<file path="src/rtl/rob_pkg.sv">
// Shared definitions for the reorder buffer.
// Provides the default sizing constants and the entry record type used by
// the ROB top level and its operand-lookup view.
package rob_pkg;

    localparam int TAG_W  = 5;
    localparam int DEPTH  = 32;
    localparam int DATA_W = 32;
    localparam int RD_W   = 5;

    // One reorder-buffer entry as seen by commit and operand lookup.
    typedef struct packed {
        logic              busy;
        logic              ready;
        logic              wen;
        logic [RD_W-1:0]   rd;
        logic [DATA_W-1:0] data;
    } rob_entry_t;

endpackage

</file>
<file path="src/rtl/rob_if.sv">
// Bundle of all ROB-facing signals: flush, dispatch, CDB, operand lookup,
// RST commit-side notification and register-file write port.
//   slave  : the ROB side (consumes requests, produces tags/results)
//   master : the core/bench side
interface rob_if
    import rob_pkg::*;
#(
    parameter int TAG_W  = rob_pkg::TAG_W,
    parameter int DATA_W = rob_pkg::DATA_W
);
    logic              flush_rob;

    logic              disp_valid_rob;
    logic [RD_W-1:0]   disp_rd_rob;
    logic              disp_wen_rob;
    logic              disp_ready_rob;
    logic [TAG_W-1:0]  disp_tag_rob;

    logic              cdb_valid_rob;
    logic [TAG_W-1:0]  cdb_tag_rob;
    logic [DATA_W-1:0] cdb_data_rob;

    logic [TAG_W-1:0]  rs_tag_rob;
    logic [DATA_W-1:0] rs_data_rob;
    logic              rs_ready_rob;
    logic [TAG_W-1:0]  rt_tag_rob;
    logic [DATA_W-1:0] rt_data_rob;
    logic              rt_ready_rob;

    logic [TAG_W-1:0]  RB_tag_rst;
    logic              RB_valid_rst;
    logic [RD_W-1:0]   commit_addr_rob;
    logic [DATA_W-1:0] commit_data_rob;
    logic              commit_wen_rob;

    modport slave (
        input  flush_rob,
        input  disp_valid_rob, disp_rd_rob, disp_wen_rob,
        output disp_ready_rob, disp_tag_rob,
        input  cdb_valid_rob, cdb_tag_rob, cdb_data_rob,
        input  rs_tag_rob, rt_tag_rob,
        output rs_data_rob, rs_ready_rob, rt_data_rob, rt_ready_rob,
        output RB_tag_rst, RB_valid_rst,
        output commit_addr_rob, commit_data_rob, commit_wen_rob
    );

    modport master (
        output flush_rob,
        output disp_valid_rob, disp_rd_rob, disp_wen_rob,
        input  disp_ready_rob, disp_tag_rob,
        output cdb_valid_rob, cdb_tag_rob, cdb_data_rob,
        output rs_tag_rob, rt_tag_rob,
        input  rs_data_rob, rs_ready_rob, rt_data_rob, rt_ready_rob,
        input  RB_tag_rst, RB_valid_rst,
        input  commit_addr_rob, commit_data_rob, commit_wen_rob
    );

endinterface

</file>
<file path="src/rtl/rob_ptr.sv">
// Wrapping W-bit circular pointer used for the ROB head and tail.
// Ports:
//   clock - rising-edge clock
//   reset - asynchronous active-low reset (pointer -> 0)
//   clr   - synchronous clear to 0, wins over inc
//   inc   - advance by one, wrapping modulo 2**W
//   ptr   - current pointer value
module rob_ptr #(
    parameter int W = 5
) (
    input  logic         clock,
    input  logic         reset,
    input  logic         clr,
    input  logic         inc,
    output logic [W-1:0] ptr
);

    logic [W-1:0] ptr_q, ptr_d;

    always_comb begin
        ptr_d = ptr_q;
        if (clr) begin
            ptr_d = '0;
        end else if (inc) begin
            // Natural overflow of the W-bit add provides the wrap to 0.
            ptr_d = ptr_q + W'(1);
        end
    end

    always_ff @(posedge clock or negedge reset) begin
        if (!reset) begin
            ptr_q <= '0;
        end else begin
            ptr_q <= ptr_d;
        end
    end

    assign ptr = ptr_q;

endmodule

</file>
<file path="src/rtl/rob.sv">
// Reorder buffer for the Tomasulo MIPS core.
// Allocates a tag per dispatched instruction, captures CDB results, serves
// operand values (with same-cycle CDB bypass) and retires one entry per
// cycle in program order, driving the register-file write and RST tag clear.
// Ports:
//   clock - rising-edge clock
//   reset - asynchronous active-low reset
//   bus   - rob_if.slave: flush, dispatch, CDB, rs/rt lookup, commit outputs
module rob
    import rob_pkg::*;
#(
    parameter int DEPTH  = rob_pkg::DEPTH,
    parameter int TAG_W  = rob_pkg::TAG_W,
    parameter int DATA_W = rob_pkg::DATA_W
) (
    input  logic clock,
    input  logic reset,
    rob_if.slave bus
);

    localparam logic [TAG_W:0] CNT_FULL = (TAG_W+1)'(DEPTH);

    // Control state (reset)
    logic [DEPTH-1:0]  busy_q, busy_d;
    logic [DEPTH-1:0]  ready_q, ready_d;
    logic [TAG_W:0]    count_q, count_d;

    // Payload (no reset; qualified by busy/ready)
    logic [DEPTH-1:0]  wen_q, wen_d;
    logic [RD_W-1:0]   rd_q   [DEPTH];
    logic [RD_W-1:0]   rd_d   [DEPTH];
    logic [DATA_W-1:0] data_q [DEPTH];
    logic [DATA_W-1:0] data_d [DEPTH];

    // Registered commit outputs
    logic [TAG_W-1:0]  rb_tag_q, rb_tag_d;
    logic              rb_valid_q, rb_valid_d;
    logic [RD_W-1:0]   commit_addr_q, commit_addr_d;
    logic [DATA_W-1:0] commit_data_q, commit_data_d;
    logic              commit_wen_q, commit_wen_d;

    logic [TAG_W-1:0]  head, tail;
    logic              full;
    logic              disp_fire;
    logic              commit_fire;
    logic              cdb_hit;
    rob_entry_t        head_ent;

    rob_ptr #(.W(TAG_W)) u_head (
        .clock (clock),
        .reset (reset),
        .clr   (bus.flush_rob),
        .inc   (commit_fire),
        .ptr   (head)
    );

    rob_ptr #(.W(TAG_W)) u_tail (
        .clock (clock),
        .reset (reset),
        .clr   (bus.flush_rob),
        .inc   (disp_fire),
        .ptr   (tail)
    );

    // Full/empty come from count alone; head==tail is ambiguous.
    always_comb begin
        full        = (count_q == CNT_FULL);
        head_ent    = '{busy:  busy_q[head],
                        ready: ready_q[head],
                        wen:   wen_q[head],
                        rd:    rd_q[head],
                        data:  data_q[head]};
        disp_fire   = bus.disp_valid_rob && !full && !bus.flush_rob;
        commit_fire = head_ent.busy && head_ent.ready && !bus.flush_rob;
        cdb_hit     = bus.cdb_valid_rob && busy_q[bus.cdb_tag_rob] &&
                      !ready_q[bus.cdb_tag_rob] && !bus.flush_rob;
    end

    always_comb begin
        busy_d        = busy_q;
        ready_d       = ready_q;
        count_d       = count_q;
        wen_d         = wen_q;
        rd_d          = rd_q;
        data_d        = data_q;
        rb_tag_d      = rb_tag_q;
        rb_valid_d    = 1'b0;
        commit_addr_d = commit_addr_q;
        commit_data_d = commit_data_q;
        commit_wen_d  = 1'b0;

        if (bus.flush_rob) begin
            busy_d        = '0;
            ready_d       = '0;
            count_d       = '0;
            rb_tag_d      = '0;
            commit_addr_d = '0;
            commit_data_d = '0;
        end else begin
            if (commit_fire) begin
                busy_d[head]  = 1'b0;
                ready_d[head] = 1'b0;
                rb_tag_d      = head;
                rb_valid_d    = head_ent.wen;
                commit_wen_d  = head_ent.wen;
                commit_addr_d = head_ent.rd;
                commit_data_d = head_ent.data;
            end
            // A CDB hit can never target the committing head (already ready)
            // nor the dispatching tail (not busy unless full).
            if (cdb_hit) begin
                ready_d[bus.cdb_tag_rob] = 1'b1;
                data_d[bus.cdb_tag_rob]  = bus.cdb_data_rob;
            end
            if (disp_fire) begin
                busy_d[tail]  = 1'b1;
                ready_d[tail] = 1'b0;
                wen_d[tail]   = bus.disp_wen_rob;
                rd_d[tail]    = bus.disp_rd_rob;
            end
            count_d = count_q + (TAG_W+1)'(disp_fire) - (TAG_W+1)'(commit_fire);
        end
    end

    always_ff @(posedge clock or negedge reset) begin
        if (!reset) begin
            busy_q        <= '0;
            ready_q       <= '0;
            count_q       <= '0;
            rb_tag_q      <= '0;
            rb_valid_q    <= 1'b0;
            commit_addr_q <= '0;
            commit_data_q <= '0;
            commit_wen_q  <= 1'b0;
        end else begin
            busy_q        <= busy_d;
            ready_q       <= ready_d;
            count_q       <= count_d;
            rb_tag_q      <= rb_tag_d;
            rb_valid_q    <= rb_valid_d;
            commit_addr_q <= commit_addr_d;
            commit_data_q <= commit_data_d;
            commit_wen_q  <= commit_wen_d;
        end
    end

    always_ff @(posedge clock) begin
        wen_q  <= wen_d;
        rd_q   <= rd_d;
        data_q <= data_d;
    end

    // Operand lookup with same-cycle CDB bypass.
    always_comb begin
        bus.rs_data_rob  = data_q[bus.rs_tag_rob];
        bus.rs_ready_rob = ready_q[bus.rs_tag_rob];
        if (bus.cdb_valid_rob && (bus.cdb_tag_rob == bus.rs_tag_rob)) begin
            bus.rs_data_rob  = bus.cdb_data_rob;
            bus.rs_ready_rob = 1'b1;
        end
        bus.rt_data_rob  = data_q[bus.rt_tag_rob];
        bus.rt_ready_rob = ready_q[bus.rt_tag_rob];
        if (bus.cdb_valid_rob && (bus.cdb_tag_rob == bus.rt_tag_rob)) begin
            bus.rt_data_rob  = bus.cdb_data_rob;
            bus.rt_ready_rob = 1'b1;
        end
    end

    assign bus.disp_ready_rob  = !full;
    assign bus.disp_tag_rob    = tail;
    assign bus.RB_tag_rst      = rb_tag_q;
    assign bus.RB_valid_rst    = rb_valid_q;
    assign bus.commit_addr_rob = commit_addr_q;
    assign bus.commit_data_rob = commit_data_q;
    assign bus.commit_wen_rob  = commit_wen_q;

endmodule
</file>
<file path="src/flat_wrapper.sv">
// flat-port wrapper written by rule: the top's interface ports become plain ports
module rob_flat import rob_pkg::*;
#(
    parameter int DEPTH  = rob_pkg::DEPTH,
    parameter int TAG_W  = rob_pkg::TAG_W,
    parameter int DATA_W = rob_pkg::DATA_W
)
  (clock, reset, bus_flush_rob, bus_disp_valid_rob, bus_disp_rd_rob, bus_disp_wen_rob, bus_disp_ready_rob, bus_disp_tag_rob, bus_cdb_valid_rob, bus_cdb_tag_rob, bus_cdb_data_rob, bus_rs_tag_rob, bus_rt_tag_rob, bus_rs_data_rob, bus_rs_ready_rob, bus_rt_data_rob, bus_rt_ready_rob, bus_RB_tag_rst, bus_RB_valid_rst, bus_commit_addr_rob, bus_commit_data_rob, bus_commit_wen_rob);
  rob_if #(.TAG_W(TAG_W), .DATA_W(DATA_W)) bus_i ();
  input  logic clock;
  input  logic reset;
  input wire logic [$bits(bus_i.flush_rob)-1:0] bus_flush_rob;
  input wire logic [$bits(bus_i.disp_valid_rob)-1:0] bus_disp_valid_rob;
  input wire logic [$bits(bus_i.disp_rd_rob)-1:0] bus_disp_rd_rob;
  input wire logic [$bits(bus_i.disp_wen_rob)-1:0] bus_disp_wen_rob;
  output wire logic [$bits(bus_i.disp_ready_rob)-1:0] bus_disp_ready_rob;
  output wire logic [$bits(bus_i.disp_tag_rob)-1:0] bus_disp_tag_rob;
  input wire logic [$bits(bus_i.cdb_valid_rob)-1:0] bus_cdb_valid_rob;
  input wire logic [$bits(bus_i.cdb_tag_rob)-1:0] bus_cdb_tag_rob;
  input wire logic [$bits(bus_i.cdb_data_rob)-1:0] bus_cdb_data_rob;
  input wire logic [$bits(bus_i.rs_tag_rob)-1:0] bus_rs_tag_rob;
  input wire logic [$bits(bus_i.rt_tag_rob)-1:0] bus_rt_tag_rob;
  output wire logic [$bits(bus_i.rs_data_rob)-1:0] bus_rs_data_rob;
  output wire logic [$bits(bus_i.rs_ready_rob)-1:0] bus_rs_ready_rob;
  output wire logic [$bits(bus_i.rt_data_rob)-1:0] bus_rt_data_rob;
  output wire logic [$bits(bus_i.rt_ready_rob)-1:0] bus_rt_ready_rob;
  output wire logic [$bits(bus_i.RB_tag_rst)-1:0] bus_RB_tag_rst;
  output wire logic [$bits(bus_i.RB_valid_rst)-1:0] bus_RB_valid_rst;
  output wire logic [$bits(bus_i.commit_addr_rob)-1:0] bus_commit_addr_rob;
  output wire logic [$bits(bus_i.commit_data_rob)-1:0] bus_commit_data_rob;
  output wire logic [$bits(bus_i.commit_wen_rob)-1:0] bus_commit_wen_rob;
  assign bus_i.flush_rob = bus_flush_rob;
  assign bus_i.disp_valid_rob = bus_disp_valid_rob;
  assign bus_i.disp_rd_rob = bus_disp_rd_rob;
  assign bus_i.disp_wen_rob = bus_disp_wen_rob;
  assign bus_disp_ready_rob = bus_i.disp_ready_rob;
  assign bus_disp_tag_rob = bus_i.disp_tag_rob;
  assign bus_i.cdb_valid_rob = bus_cdb_valid_rob;
  assign bus_i.cdb_tag_rob = bus_cdb_tag_rob;
  assign bus_i.cdb_data_rob = bus_cdb_data_rob;
  assign bus_i.rs_tag_rob = bus_rs_tag_rob;
  assign bus_i.rt_tag_rob = bus_rt_tag_rob;
  assign bus_rs_data_rob = bus_i.rs_data_rob;
  assign bus_rs_ready_rob = bus_i.rs_ready_rob;
  assign bus_rt_data_rob = bus_i.rt_data_rob;
  assign bus_rt_ready_rob = bus_i.rt_ready_rob;
  assign bus_RB_tag_rst = bus_i.RB_tag_rst;
  assign bus_RB_valid_rst = bus_i.RB_valid_rst;
  assign bus_commit_addr_rob = bus_i.commit_addr_rob;
  assign bus_commit_data_rob = bus_i.commit_data_rob;
  assign bus_commit_wen_rob = bus_i.commit_wen_rob;
  rob #(.DEPTH(DEPTH), .TAG_W(TAG_W), .DATA_W(DATA_W)) u_core (.clock(clock), .reset(reset), .bus(bus_i));
endmodule
</file>
<file path="config.mk">
export PLATFORM = sky130hd
export DESIGN_NAME = rob_flat
export DESIGN_NICKNAME = d
export VERILOG_FILES = /design/src/rtl/rob_pkg.sv /design/src/rtl/rob_if.sv /design/src/rtl/rob_ptr.sv /design/src/rtl/rob.sv /design/src/flat_wrapper.sv
export SDC_FILE = /design/constraint.sdc
export NUM_CORES = 2
export LEC_CHECK = 0
export ABC_AREA = 1
export BUFFER_PORTS_ARGS = -buffer_cell sky130_fd_sc_hd__buf_4
export CAP_MARGIN = 15
export CELL_PAD_IN_SITES_DETAIL_PLACEMENT = 1
export CELL_PAD_IN_SITES_GLOBAL_PLACEMENT = 2
export CORE_MARGIN = 2
export CORE_UTILIZATION = 30
export CTS_CLUSTER_SIZE = 16
export DETAILED_ROUTE_END_ITERATION = 8
export PLACE_DENSITY_LB_ADDON = 0.12
export SYNTH_ARGS = -nofsm -noshare
export SYNTH_HDL_FRONTEND = slang
export SYNTH_HIERARCHICAL = 1
export SYNTH_SLANG_ARGS = --single-unit
</file>
<file path="constraint.sdc">
create_clock -name clock -period 3.57 [get_ports clock]
set_input_delay 0.714 -clock clock [delete_from_list [all_inputs] [get_ports clock]]
set_output_delay 0.714 -clock clock [all_outputs]
set_load 0.01 [all_outputs]
</file>
# Word level (Yosys, flattened, before mapping)
# Index checks and enable logic that the tools add are counted.
# W data, S select, Z words.
totals:
  latch_bits: 0
  word_cells: 196
  mem_bits_rw: 0
  output_inout_bits: 116
  inputBits: 58
  ff_bits: 1339
  n_memories: 0
  rom_bits: 0
classes:
  n_div: 0
  n_bitwise: 13
  reduce_logical: 21
  n_eq_ne: 3
  n_mul: 0
  order_cmp: 15
  n_mux: 66
  shift: 0
  n_addsub: 4
ops:
  columns: ["op", "count"]
  rows:
  - ["$bwmux W1024", 1]
  - ["$mux W32", 21]
  - ["$bmux W32 S5", 3]
  - ["$bwmux W160", 1]
  - ["$demux W32 S5", 1]
  - ["$and A32 B32 Y32", 3]
  - ["$not A32 Y32", 2]
  - ["$or A32 B32 Y32", 2]
  - ["$mux W5", 11]
  - ["$bmux W1 S5", 7]
  - ["$bwmux W32", 1]
  - ["$ge A6 B6 Y1 const B", 5]
  - ["$lt A5 B6 Y1 const B", 5]
  - ["$not A5 Y6", 5]
  - ["$bmux W5 S5", 1]
  - ["$demux W5 S5", 1]
  - ["$demux W1 S5", 3]
  - ["$ge A5 B1 Y1 const B", 3]
  - ["$logic_and A1 B1 Y1", 14]
  - ["$mux W1", 14]
  - ["$lt A6 B1 Y1 const B", 2]
  - ["$add A5 B1 Y5 const B", 2]
  - ["$eq A5 B5 Y1", 2]
  - ["$add A6 B1 Y6", 1]
  - ["7 further kinds", 11]

# Depth between registers and ports, before layout
logic_depth:
  depth_word: 14
  mapped_depth: 24
  mapped_depth_nobuf: 21

# Modules after synthesis
# Netlist, hierarchy kept.
by_module_without_submodules:
  columns: ["mod", "area_per_inst_um2", "cells_each", "seq_area_each_um2", "n_inst"]
  rows:
  - ["rob", 71277.1, 7923, 39342.7, 1]
  - ["rob_ptr (u_core.u_head)", 266.5, 32, 125.1, 1]
  - ["rob_ptr (u_core.u_tail)", 262.8, 31, 125.1, 1]

# Worst setup path before layout
# No wires, ideal clock.
synth_path:
  path_kind: "flip-flop to flip-flop"
  start: "register u_core.u_head.ptr_q[0], in the netlist u_core/u_head/ptr[0]"
  end: "register u_core.count_q[4]"
  slack_ps: 490
  setup_ps: 123
  required_time_ps: 3447
  n_path_buf: 3
  t_arrival_ps: 2957
  period_less_slack_ps: 3080
  path_stages_with_launch: 24
  path_cell_list: "dfrtp_1 buf_6 buf_2 nand2_1 o21ai_0 nand2_1 nand2_1 nand2_1 nand2_1 nor2_1 nand2_2 nand2_4 nor2_4 buf_2 ha_1 inv_1 ha_1 fa_1 nand2_1 inv_1 o21ai_0 nand2_1 o21ai_0 a21oi_1"
synth_via:
  elab_chain_len: 6
  word_cells_on_any_way: 8
  cone_classes: "add/sub: 1; mux: 5; reduce/logical: 2"
synth_rtl:
  columns: ["item", "line_no", "rtl"]
  rows:
  - ["from (decl)", "rob_ptr.sv:18", "logic [W-1:0] ptr_q, ptr_d;"]
  - ["from (signal assigned)", "rob_ptr.sv:34", "ptr_q <= ptr_d;"]
  - ["$bmux W1 S5 (on tied branches)", "rob.sv:68, rob.sv:69", null]
  - ["$mux W1 (on tied branches)", "rob.sv:68, rob.sv:69", null]
  - ["$logic_and A1 B1 Y1 * (2 in series)", "rob.sv:74", "commit_fire = head_ent.busy && head_ent.ready && !bus.flush_rob;"]
  - ["named net u_core.commit_fire", "rob.sv:45", "logic commit_fire;"]
  - ["$sub A6 B1 Y6 *", "rob.sv:121", "count_d = count_q + (TAG_W+1)'(disp_fire) - (TAG_W+1)'(commit_fire);"]
  - ["$mux W6 *", "rob.sv:92", "if (bus.flush_rob) begin"]
  - ["named net u_core.count_d[4]", "rob.sv:26", "logic [TAG_W:0] count_q, count_d;"]
  - ["to (signal assigned)", "rob.sv:138", "count_q <= count_d;"]
  - ["to (decl)", "rob.sv:26", null]
# The timed path passes the listed nets; every way through them passes the cells marked *. The select of a mux whose other input is x is not followed.
# A chain may end at the register's enable or synchronous reset.

# Worst setup path after layout
layout_path:
  start: "input port bus_rs_tag_rob[0]"
  end: "output port bus_rs_data_rob[30]"
layout_via:
  elab_chain_len: 5
  word_cells_on_any_way: 7
  cone_classes: "eq/ne: 1; mux: 4; bitwise: 1; reduce/logical: 1"
layout_rtl:
  columns: ["item", "line_no", "rtl"]
  rows:
  - ["from (decl)", "flat_wrapper.sv:21", "input wire logic [$bits(bus_i.rs_tag_rob)-1:0] bus_rs_tag_rob;"]
  - ["$not A5 Y6 (implied by the code)", "rob.sv:155", "bus.rs_data_rob = data_q[bus.rs_tag_rob];"]
  - ["$bmux W32 S5", "rob.sv:155", null]
  - ["$mux W32 (implied by the code) (2 in series)", "rob.sv:155", null]
  - ["$mux W32 *", "rob.sv:157", "if (bus.cdb_valid_rob && (bus.cdb_tag_rob == bus.rs_tag_rob)) begin"]
  - ["to (decl)", "flat_wrapper.sv:23", "output wire logic [$bits(bus_i.rs_data_rob)-1:0] bus_rs_data_rob;"]
# Every way passes the cells marked *; elsewhere a longest branch is shown, timed or not. The select of a mux whose other input is x is not followed.

==> results.cfg <==
[route]
wl_per_cell_um = 33.8
drt-initial-drc-count = 7197
ant_nets = 0
vias = 69300
routed_wl_um = 390000
drc = 0
via_per_inst = 6.02
drtPass1Iterations = 5

[place]
hpwlAfterDp_um = 242000
port-buffer-count = 173
dpl_cell_area_mm2 = 0.0816
dp_cells = 11200
place.gp.congestion = 0.858

[timing]
max_freq_mhz = 286
holdWs_ns = 0.291
maxSlewHeadroom = 0.371
setup_tns_ns = 0
setup_viol = 0
hold_viol_final = 0
final-max-slew-violation-count = 0
post-route-period-util = 0.980
worst_clock_skew_ns = 0.0389
finalCriticalPeriod_ns = 3.50
worst_pin_slew_ns = 0.944
rsz0062_at_grt = true

[global_routing]
antenna_found_initial = 22
grt_max_degree = 112
gr-usage-met1 = 0.429
grt_pass1_vias = 69700
grt_util_met2 = 0.496
met3_usage = 0.0470
grt_pass1_wl_um = 544000
grt-ovfl-total = 0
busiest_layer = met2
grt_use_total = 0.311

[synth]
ys.flop_type = edfxtp_1
synthArstFlopShare = 0.0919
syn_avg_cell_area_um2 = 8.99
yosys-top-cells-count = o21ai_0, nor2_1, edfxtp_1, nand2_1, a22oi_1
syn-num-nets = 8055
yosys.area.top_type = edfxtp_1
ys_types = 41
yosysMostFrequentCell = o21ai_0
ys_seq_area_frac = 0.551
synth_edf_count = 1216
ys_ff_latch = 1339
synth_cells = 7986
ys_warn_count = 6
syn_area_mm2 = 0.0718
synthTopCellsByArea = edfxtp_1, o21ai_0, nor2_1, a22oi_1, nand2_1
synth_top_area_share = 0.509

[clock_network]
htreeDepth = 4
cts_buffer_depth = 3
clock_latency_ns = 0.85
numCtsBuffers = 168
cts.sinks = 1339
path_clk_slew_ns = 0.06
cts_tree = done
clock-root-buffer = clkbuf_16

[power]
p_clk_frac = 0.456
p_leak_uw = 0.0307
p_seq_frac = 0.444
power-per-cell-area_mw_per_mm2 = 442
switching_power_uw = 10300
vdd_ir_drop_max_mv = 0.332
p_int_uw = 28400
swShare = 0.266
share_comb_of_total_power = 0.100

[final_layout]
syn_to_final_growth_pct = 21.7
fin_area_mm2 = 0.0874
fin_cells = 11500
final_layout_size_suffix_gt1_frac = 0.139
final_nets = 8276

[hold_path]
hp-class = in2reg

[outcome]
outcome = finished, final reports clean

[floorplanning]
rows = 179
core_mm2 = 0.238
start_util = 0.302
die_x_um = 493
ios = 174
die_area_mm2 = 0.243
die_h_um = 493

[run]
maxCapViolCount = 0

[setup_path]
critPathKind = in2out
critical_path_buf_inv_count = 5
critPathSlowestCell = a221oi_1
cp_common_cell = nand2_1
crit_chain = buf_8, inv_12, o22ai_1, a221oi_1, nand3_4, clkinv_2, buf_12, nand2_1, nand2_1, buf_4
critPathCaptureType = primary output
cp_max_fo = 27
slowest_delay_ns = 0.37
path_delay_family = buffers and inverters
cp_data_required_time_ns = 2.86
critPathLaunchType = primary input
worstPathArrival_ns = 2.78
layer usage:
layer  part of all wire  vias to the layer above
met5            0.00016                        -
met4              0.038                       12
met3              0.072                      662
met2               0.46                     3067
met1               0.44                    36100
li1                   -                    29500
power groups by stage:
stage | registers (uW) | logic (uW) | clock network, uW
4_1_cts | 17100 | 3830 | 17900
2_1_floorplan | 17500 | 1810 | 0
3_3_place_gp | 17500 | 3780 | 0
6_report | 17200 | 3880 | 17600
3_5_place_dp | 17500 | 3820 | 0
5_1_grt | 17100 | 4150 | 18400
registers in the layout (all words and copies together) (netlist names):
name                        flops
u_core/data_q                1024
u_core/rd_q                   160
u_core/bus.commit_data_rob     32
u_core/busy_q                  32
u_core/ready_q                 32
u_core/wen_q                   32
u_core/count_q                  6
u_core/bus.RB_tag_rst           5
u_core/bus.commit_addr_rob      5
u_core/u_head/ptr               5
u_core/u_tail/ptr               5
u_core/bus.commit_wen_rob       1
path summary, 6_finish.rpt:
| check | from | end | slack (ns) | cells past startpoint |
|---|---|---|---|---|
| max | bus_rs_tag_rob[0] | bus_rs_data_rob[30] | 0.07 | 10 |
| min | bus_disp_wen_rob | u_core/wen_q[26] | 0.29 | 1 |
| max reg2reg | u_core/u_head/ptr[0] | u_core/count_q[4] | 0.24 | 21 |
| min reg2reg | u_core/bus.commit_data_rob[7] | u_core/bus.commit_data_rob[7] | 0.52 | 2 |
| max in group asynchronous | reset | u_core/bus.commit_data_rob[28] | 2.26 | 3 |
| min in group asynchronous | reset | u_core/bus.commit_data_rob[17] | 0.38 | 2 |
layout make-up:
type                       instances  area [um2]
multi-input combinational       5787       28700
timing repair buffer             737        8680
clock inverter                   107        1180
fill                           26800      150000
sequential                      1339       39600
antenna                            6        15.0
clock buffer                     206        4430
tap                             3167        3960
inverter                         174         788
cells by family after synthesis:
family          Yosys count  share of synthesized area
buf+inv                 860                     0.0494
fa+ha+maj                11                    0.00202
compound gates         3017                      0.241
xor+xnor                  5                   0.000610
flops                  1339                      0.551
simple gates           2754                      0.156
cell usage in the layout (no fill, tap or decap), types with 10 or more instances in the layout:
cell type and instances:
inv_4 13, buf_4 484, o21ai_0 1329, clkbuf_8 10
nand3_1 120, o21ai_1 49, or2_2 67, a22oi_1 592
ha_1 10, clkinv_2 72, clkinvlp_4 13, nor2_1 1323
buf_12 238, bufinv_16 16, nor3_1 21, o211ai_1 14
clkbuf_1 30, dfrtp_1 122, nand4_1 66, clkbuf_16 170
clkinv_1 27, o22ai_1 514, nand2_1 1051, inv_1 108
edfxtp_1 1216, or2_1 72, a21oi_1 511
worst register-to-register path, stage by stage (launching register included):
cell     delay, ns
dfrtp_2       0.47
buf_12        0.19
nand2_1       0.10
o21ai_0       0.12
nand2_1       0.09
nand2_1       0.15
nand2_1       0.11
nand2_1       0.06
nor2_1        0.12
nand2_2       0.09
nand2_4       0.10
nor2_4        0.05
ha_1          0.27
inv_1         0.04
ha_1          0.20
fa_1          0.41
nand2_1       0.09
inv_1         0.05
o21ai_0       0.17
nand2_1       0.09
o21ai_0       0.16
a21oi_1       0.06
stage by stage:
| step | setup WS, ns | power [uW] | util |
|---|---|---|---|
| finish | 0.0715 | 38600 | 0.367 |
| global route | -0.00839 | 39700 | 0.367 |
| CTS | 0.0489 | 38900 | 0.367 |
| detailed placement | 0.0546 | 21300 | 0.343 |
| global placement | 0.0552 | 21300 | 0.343 |
| floorplan | 0.490 | 19300 | - |
repair_timing:
item / CTS / global route
buffers inserted: 0 / 0
setup endpoints to repair: 0 / 12
resized for setup: 0 / 13
hold buffers: 1 / 0
endpoints found under the hold margin: 54 / 0
Note: power is estimated with default switching activity, not from simulation.
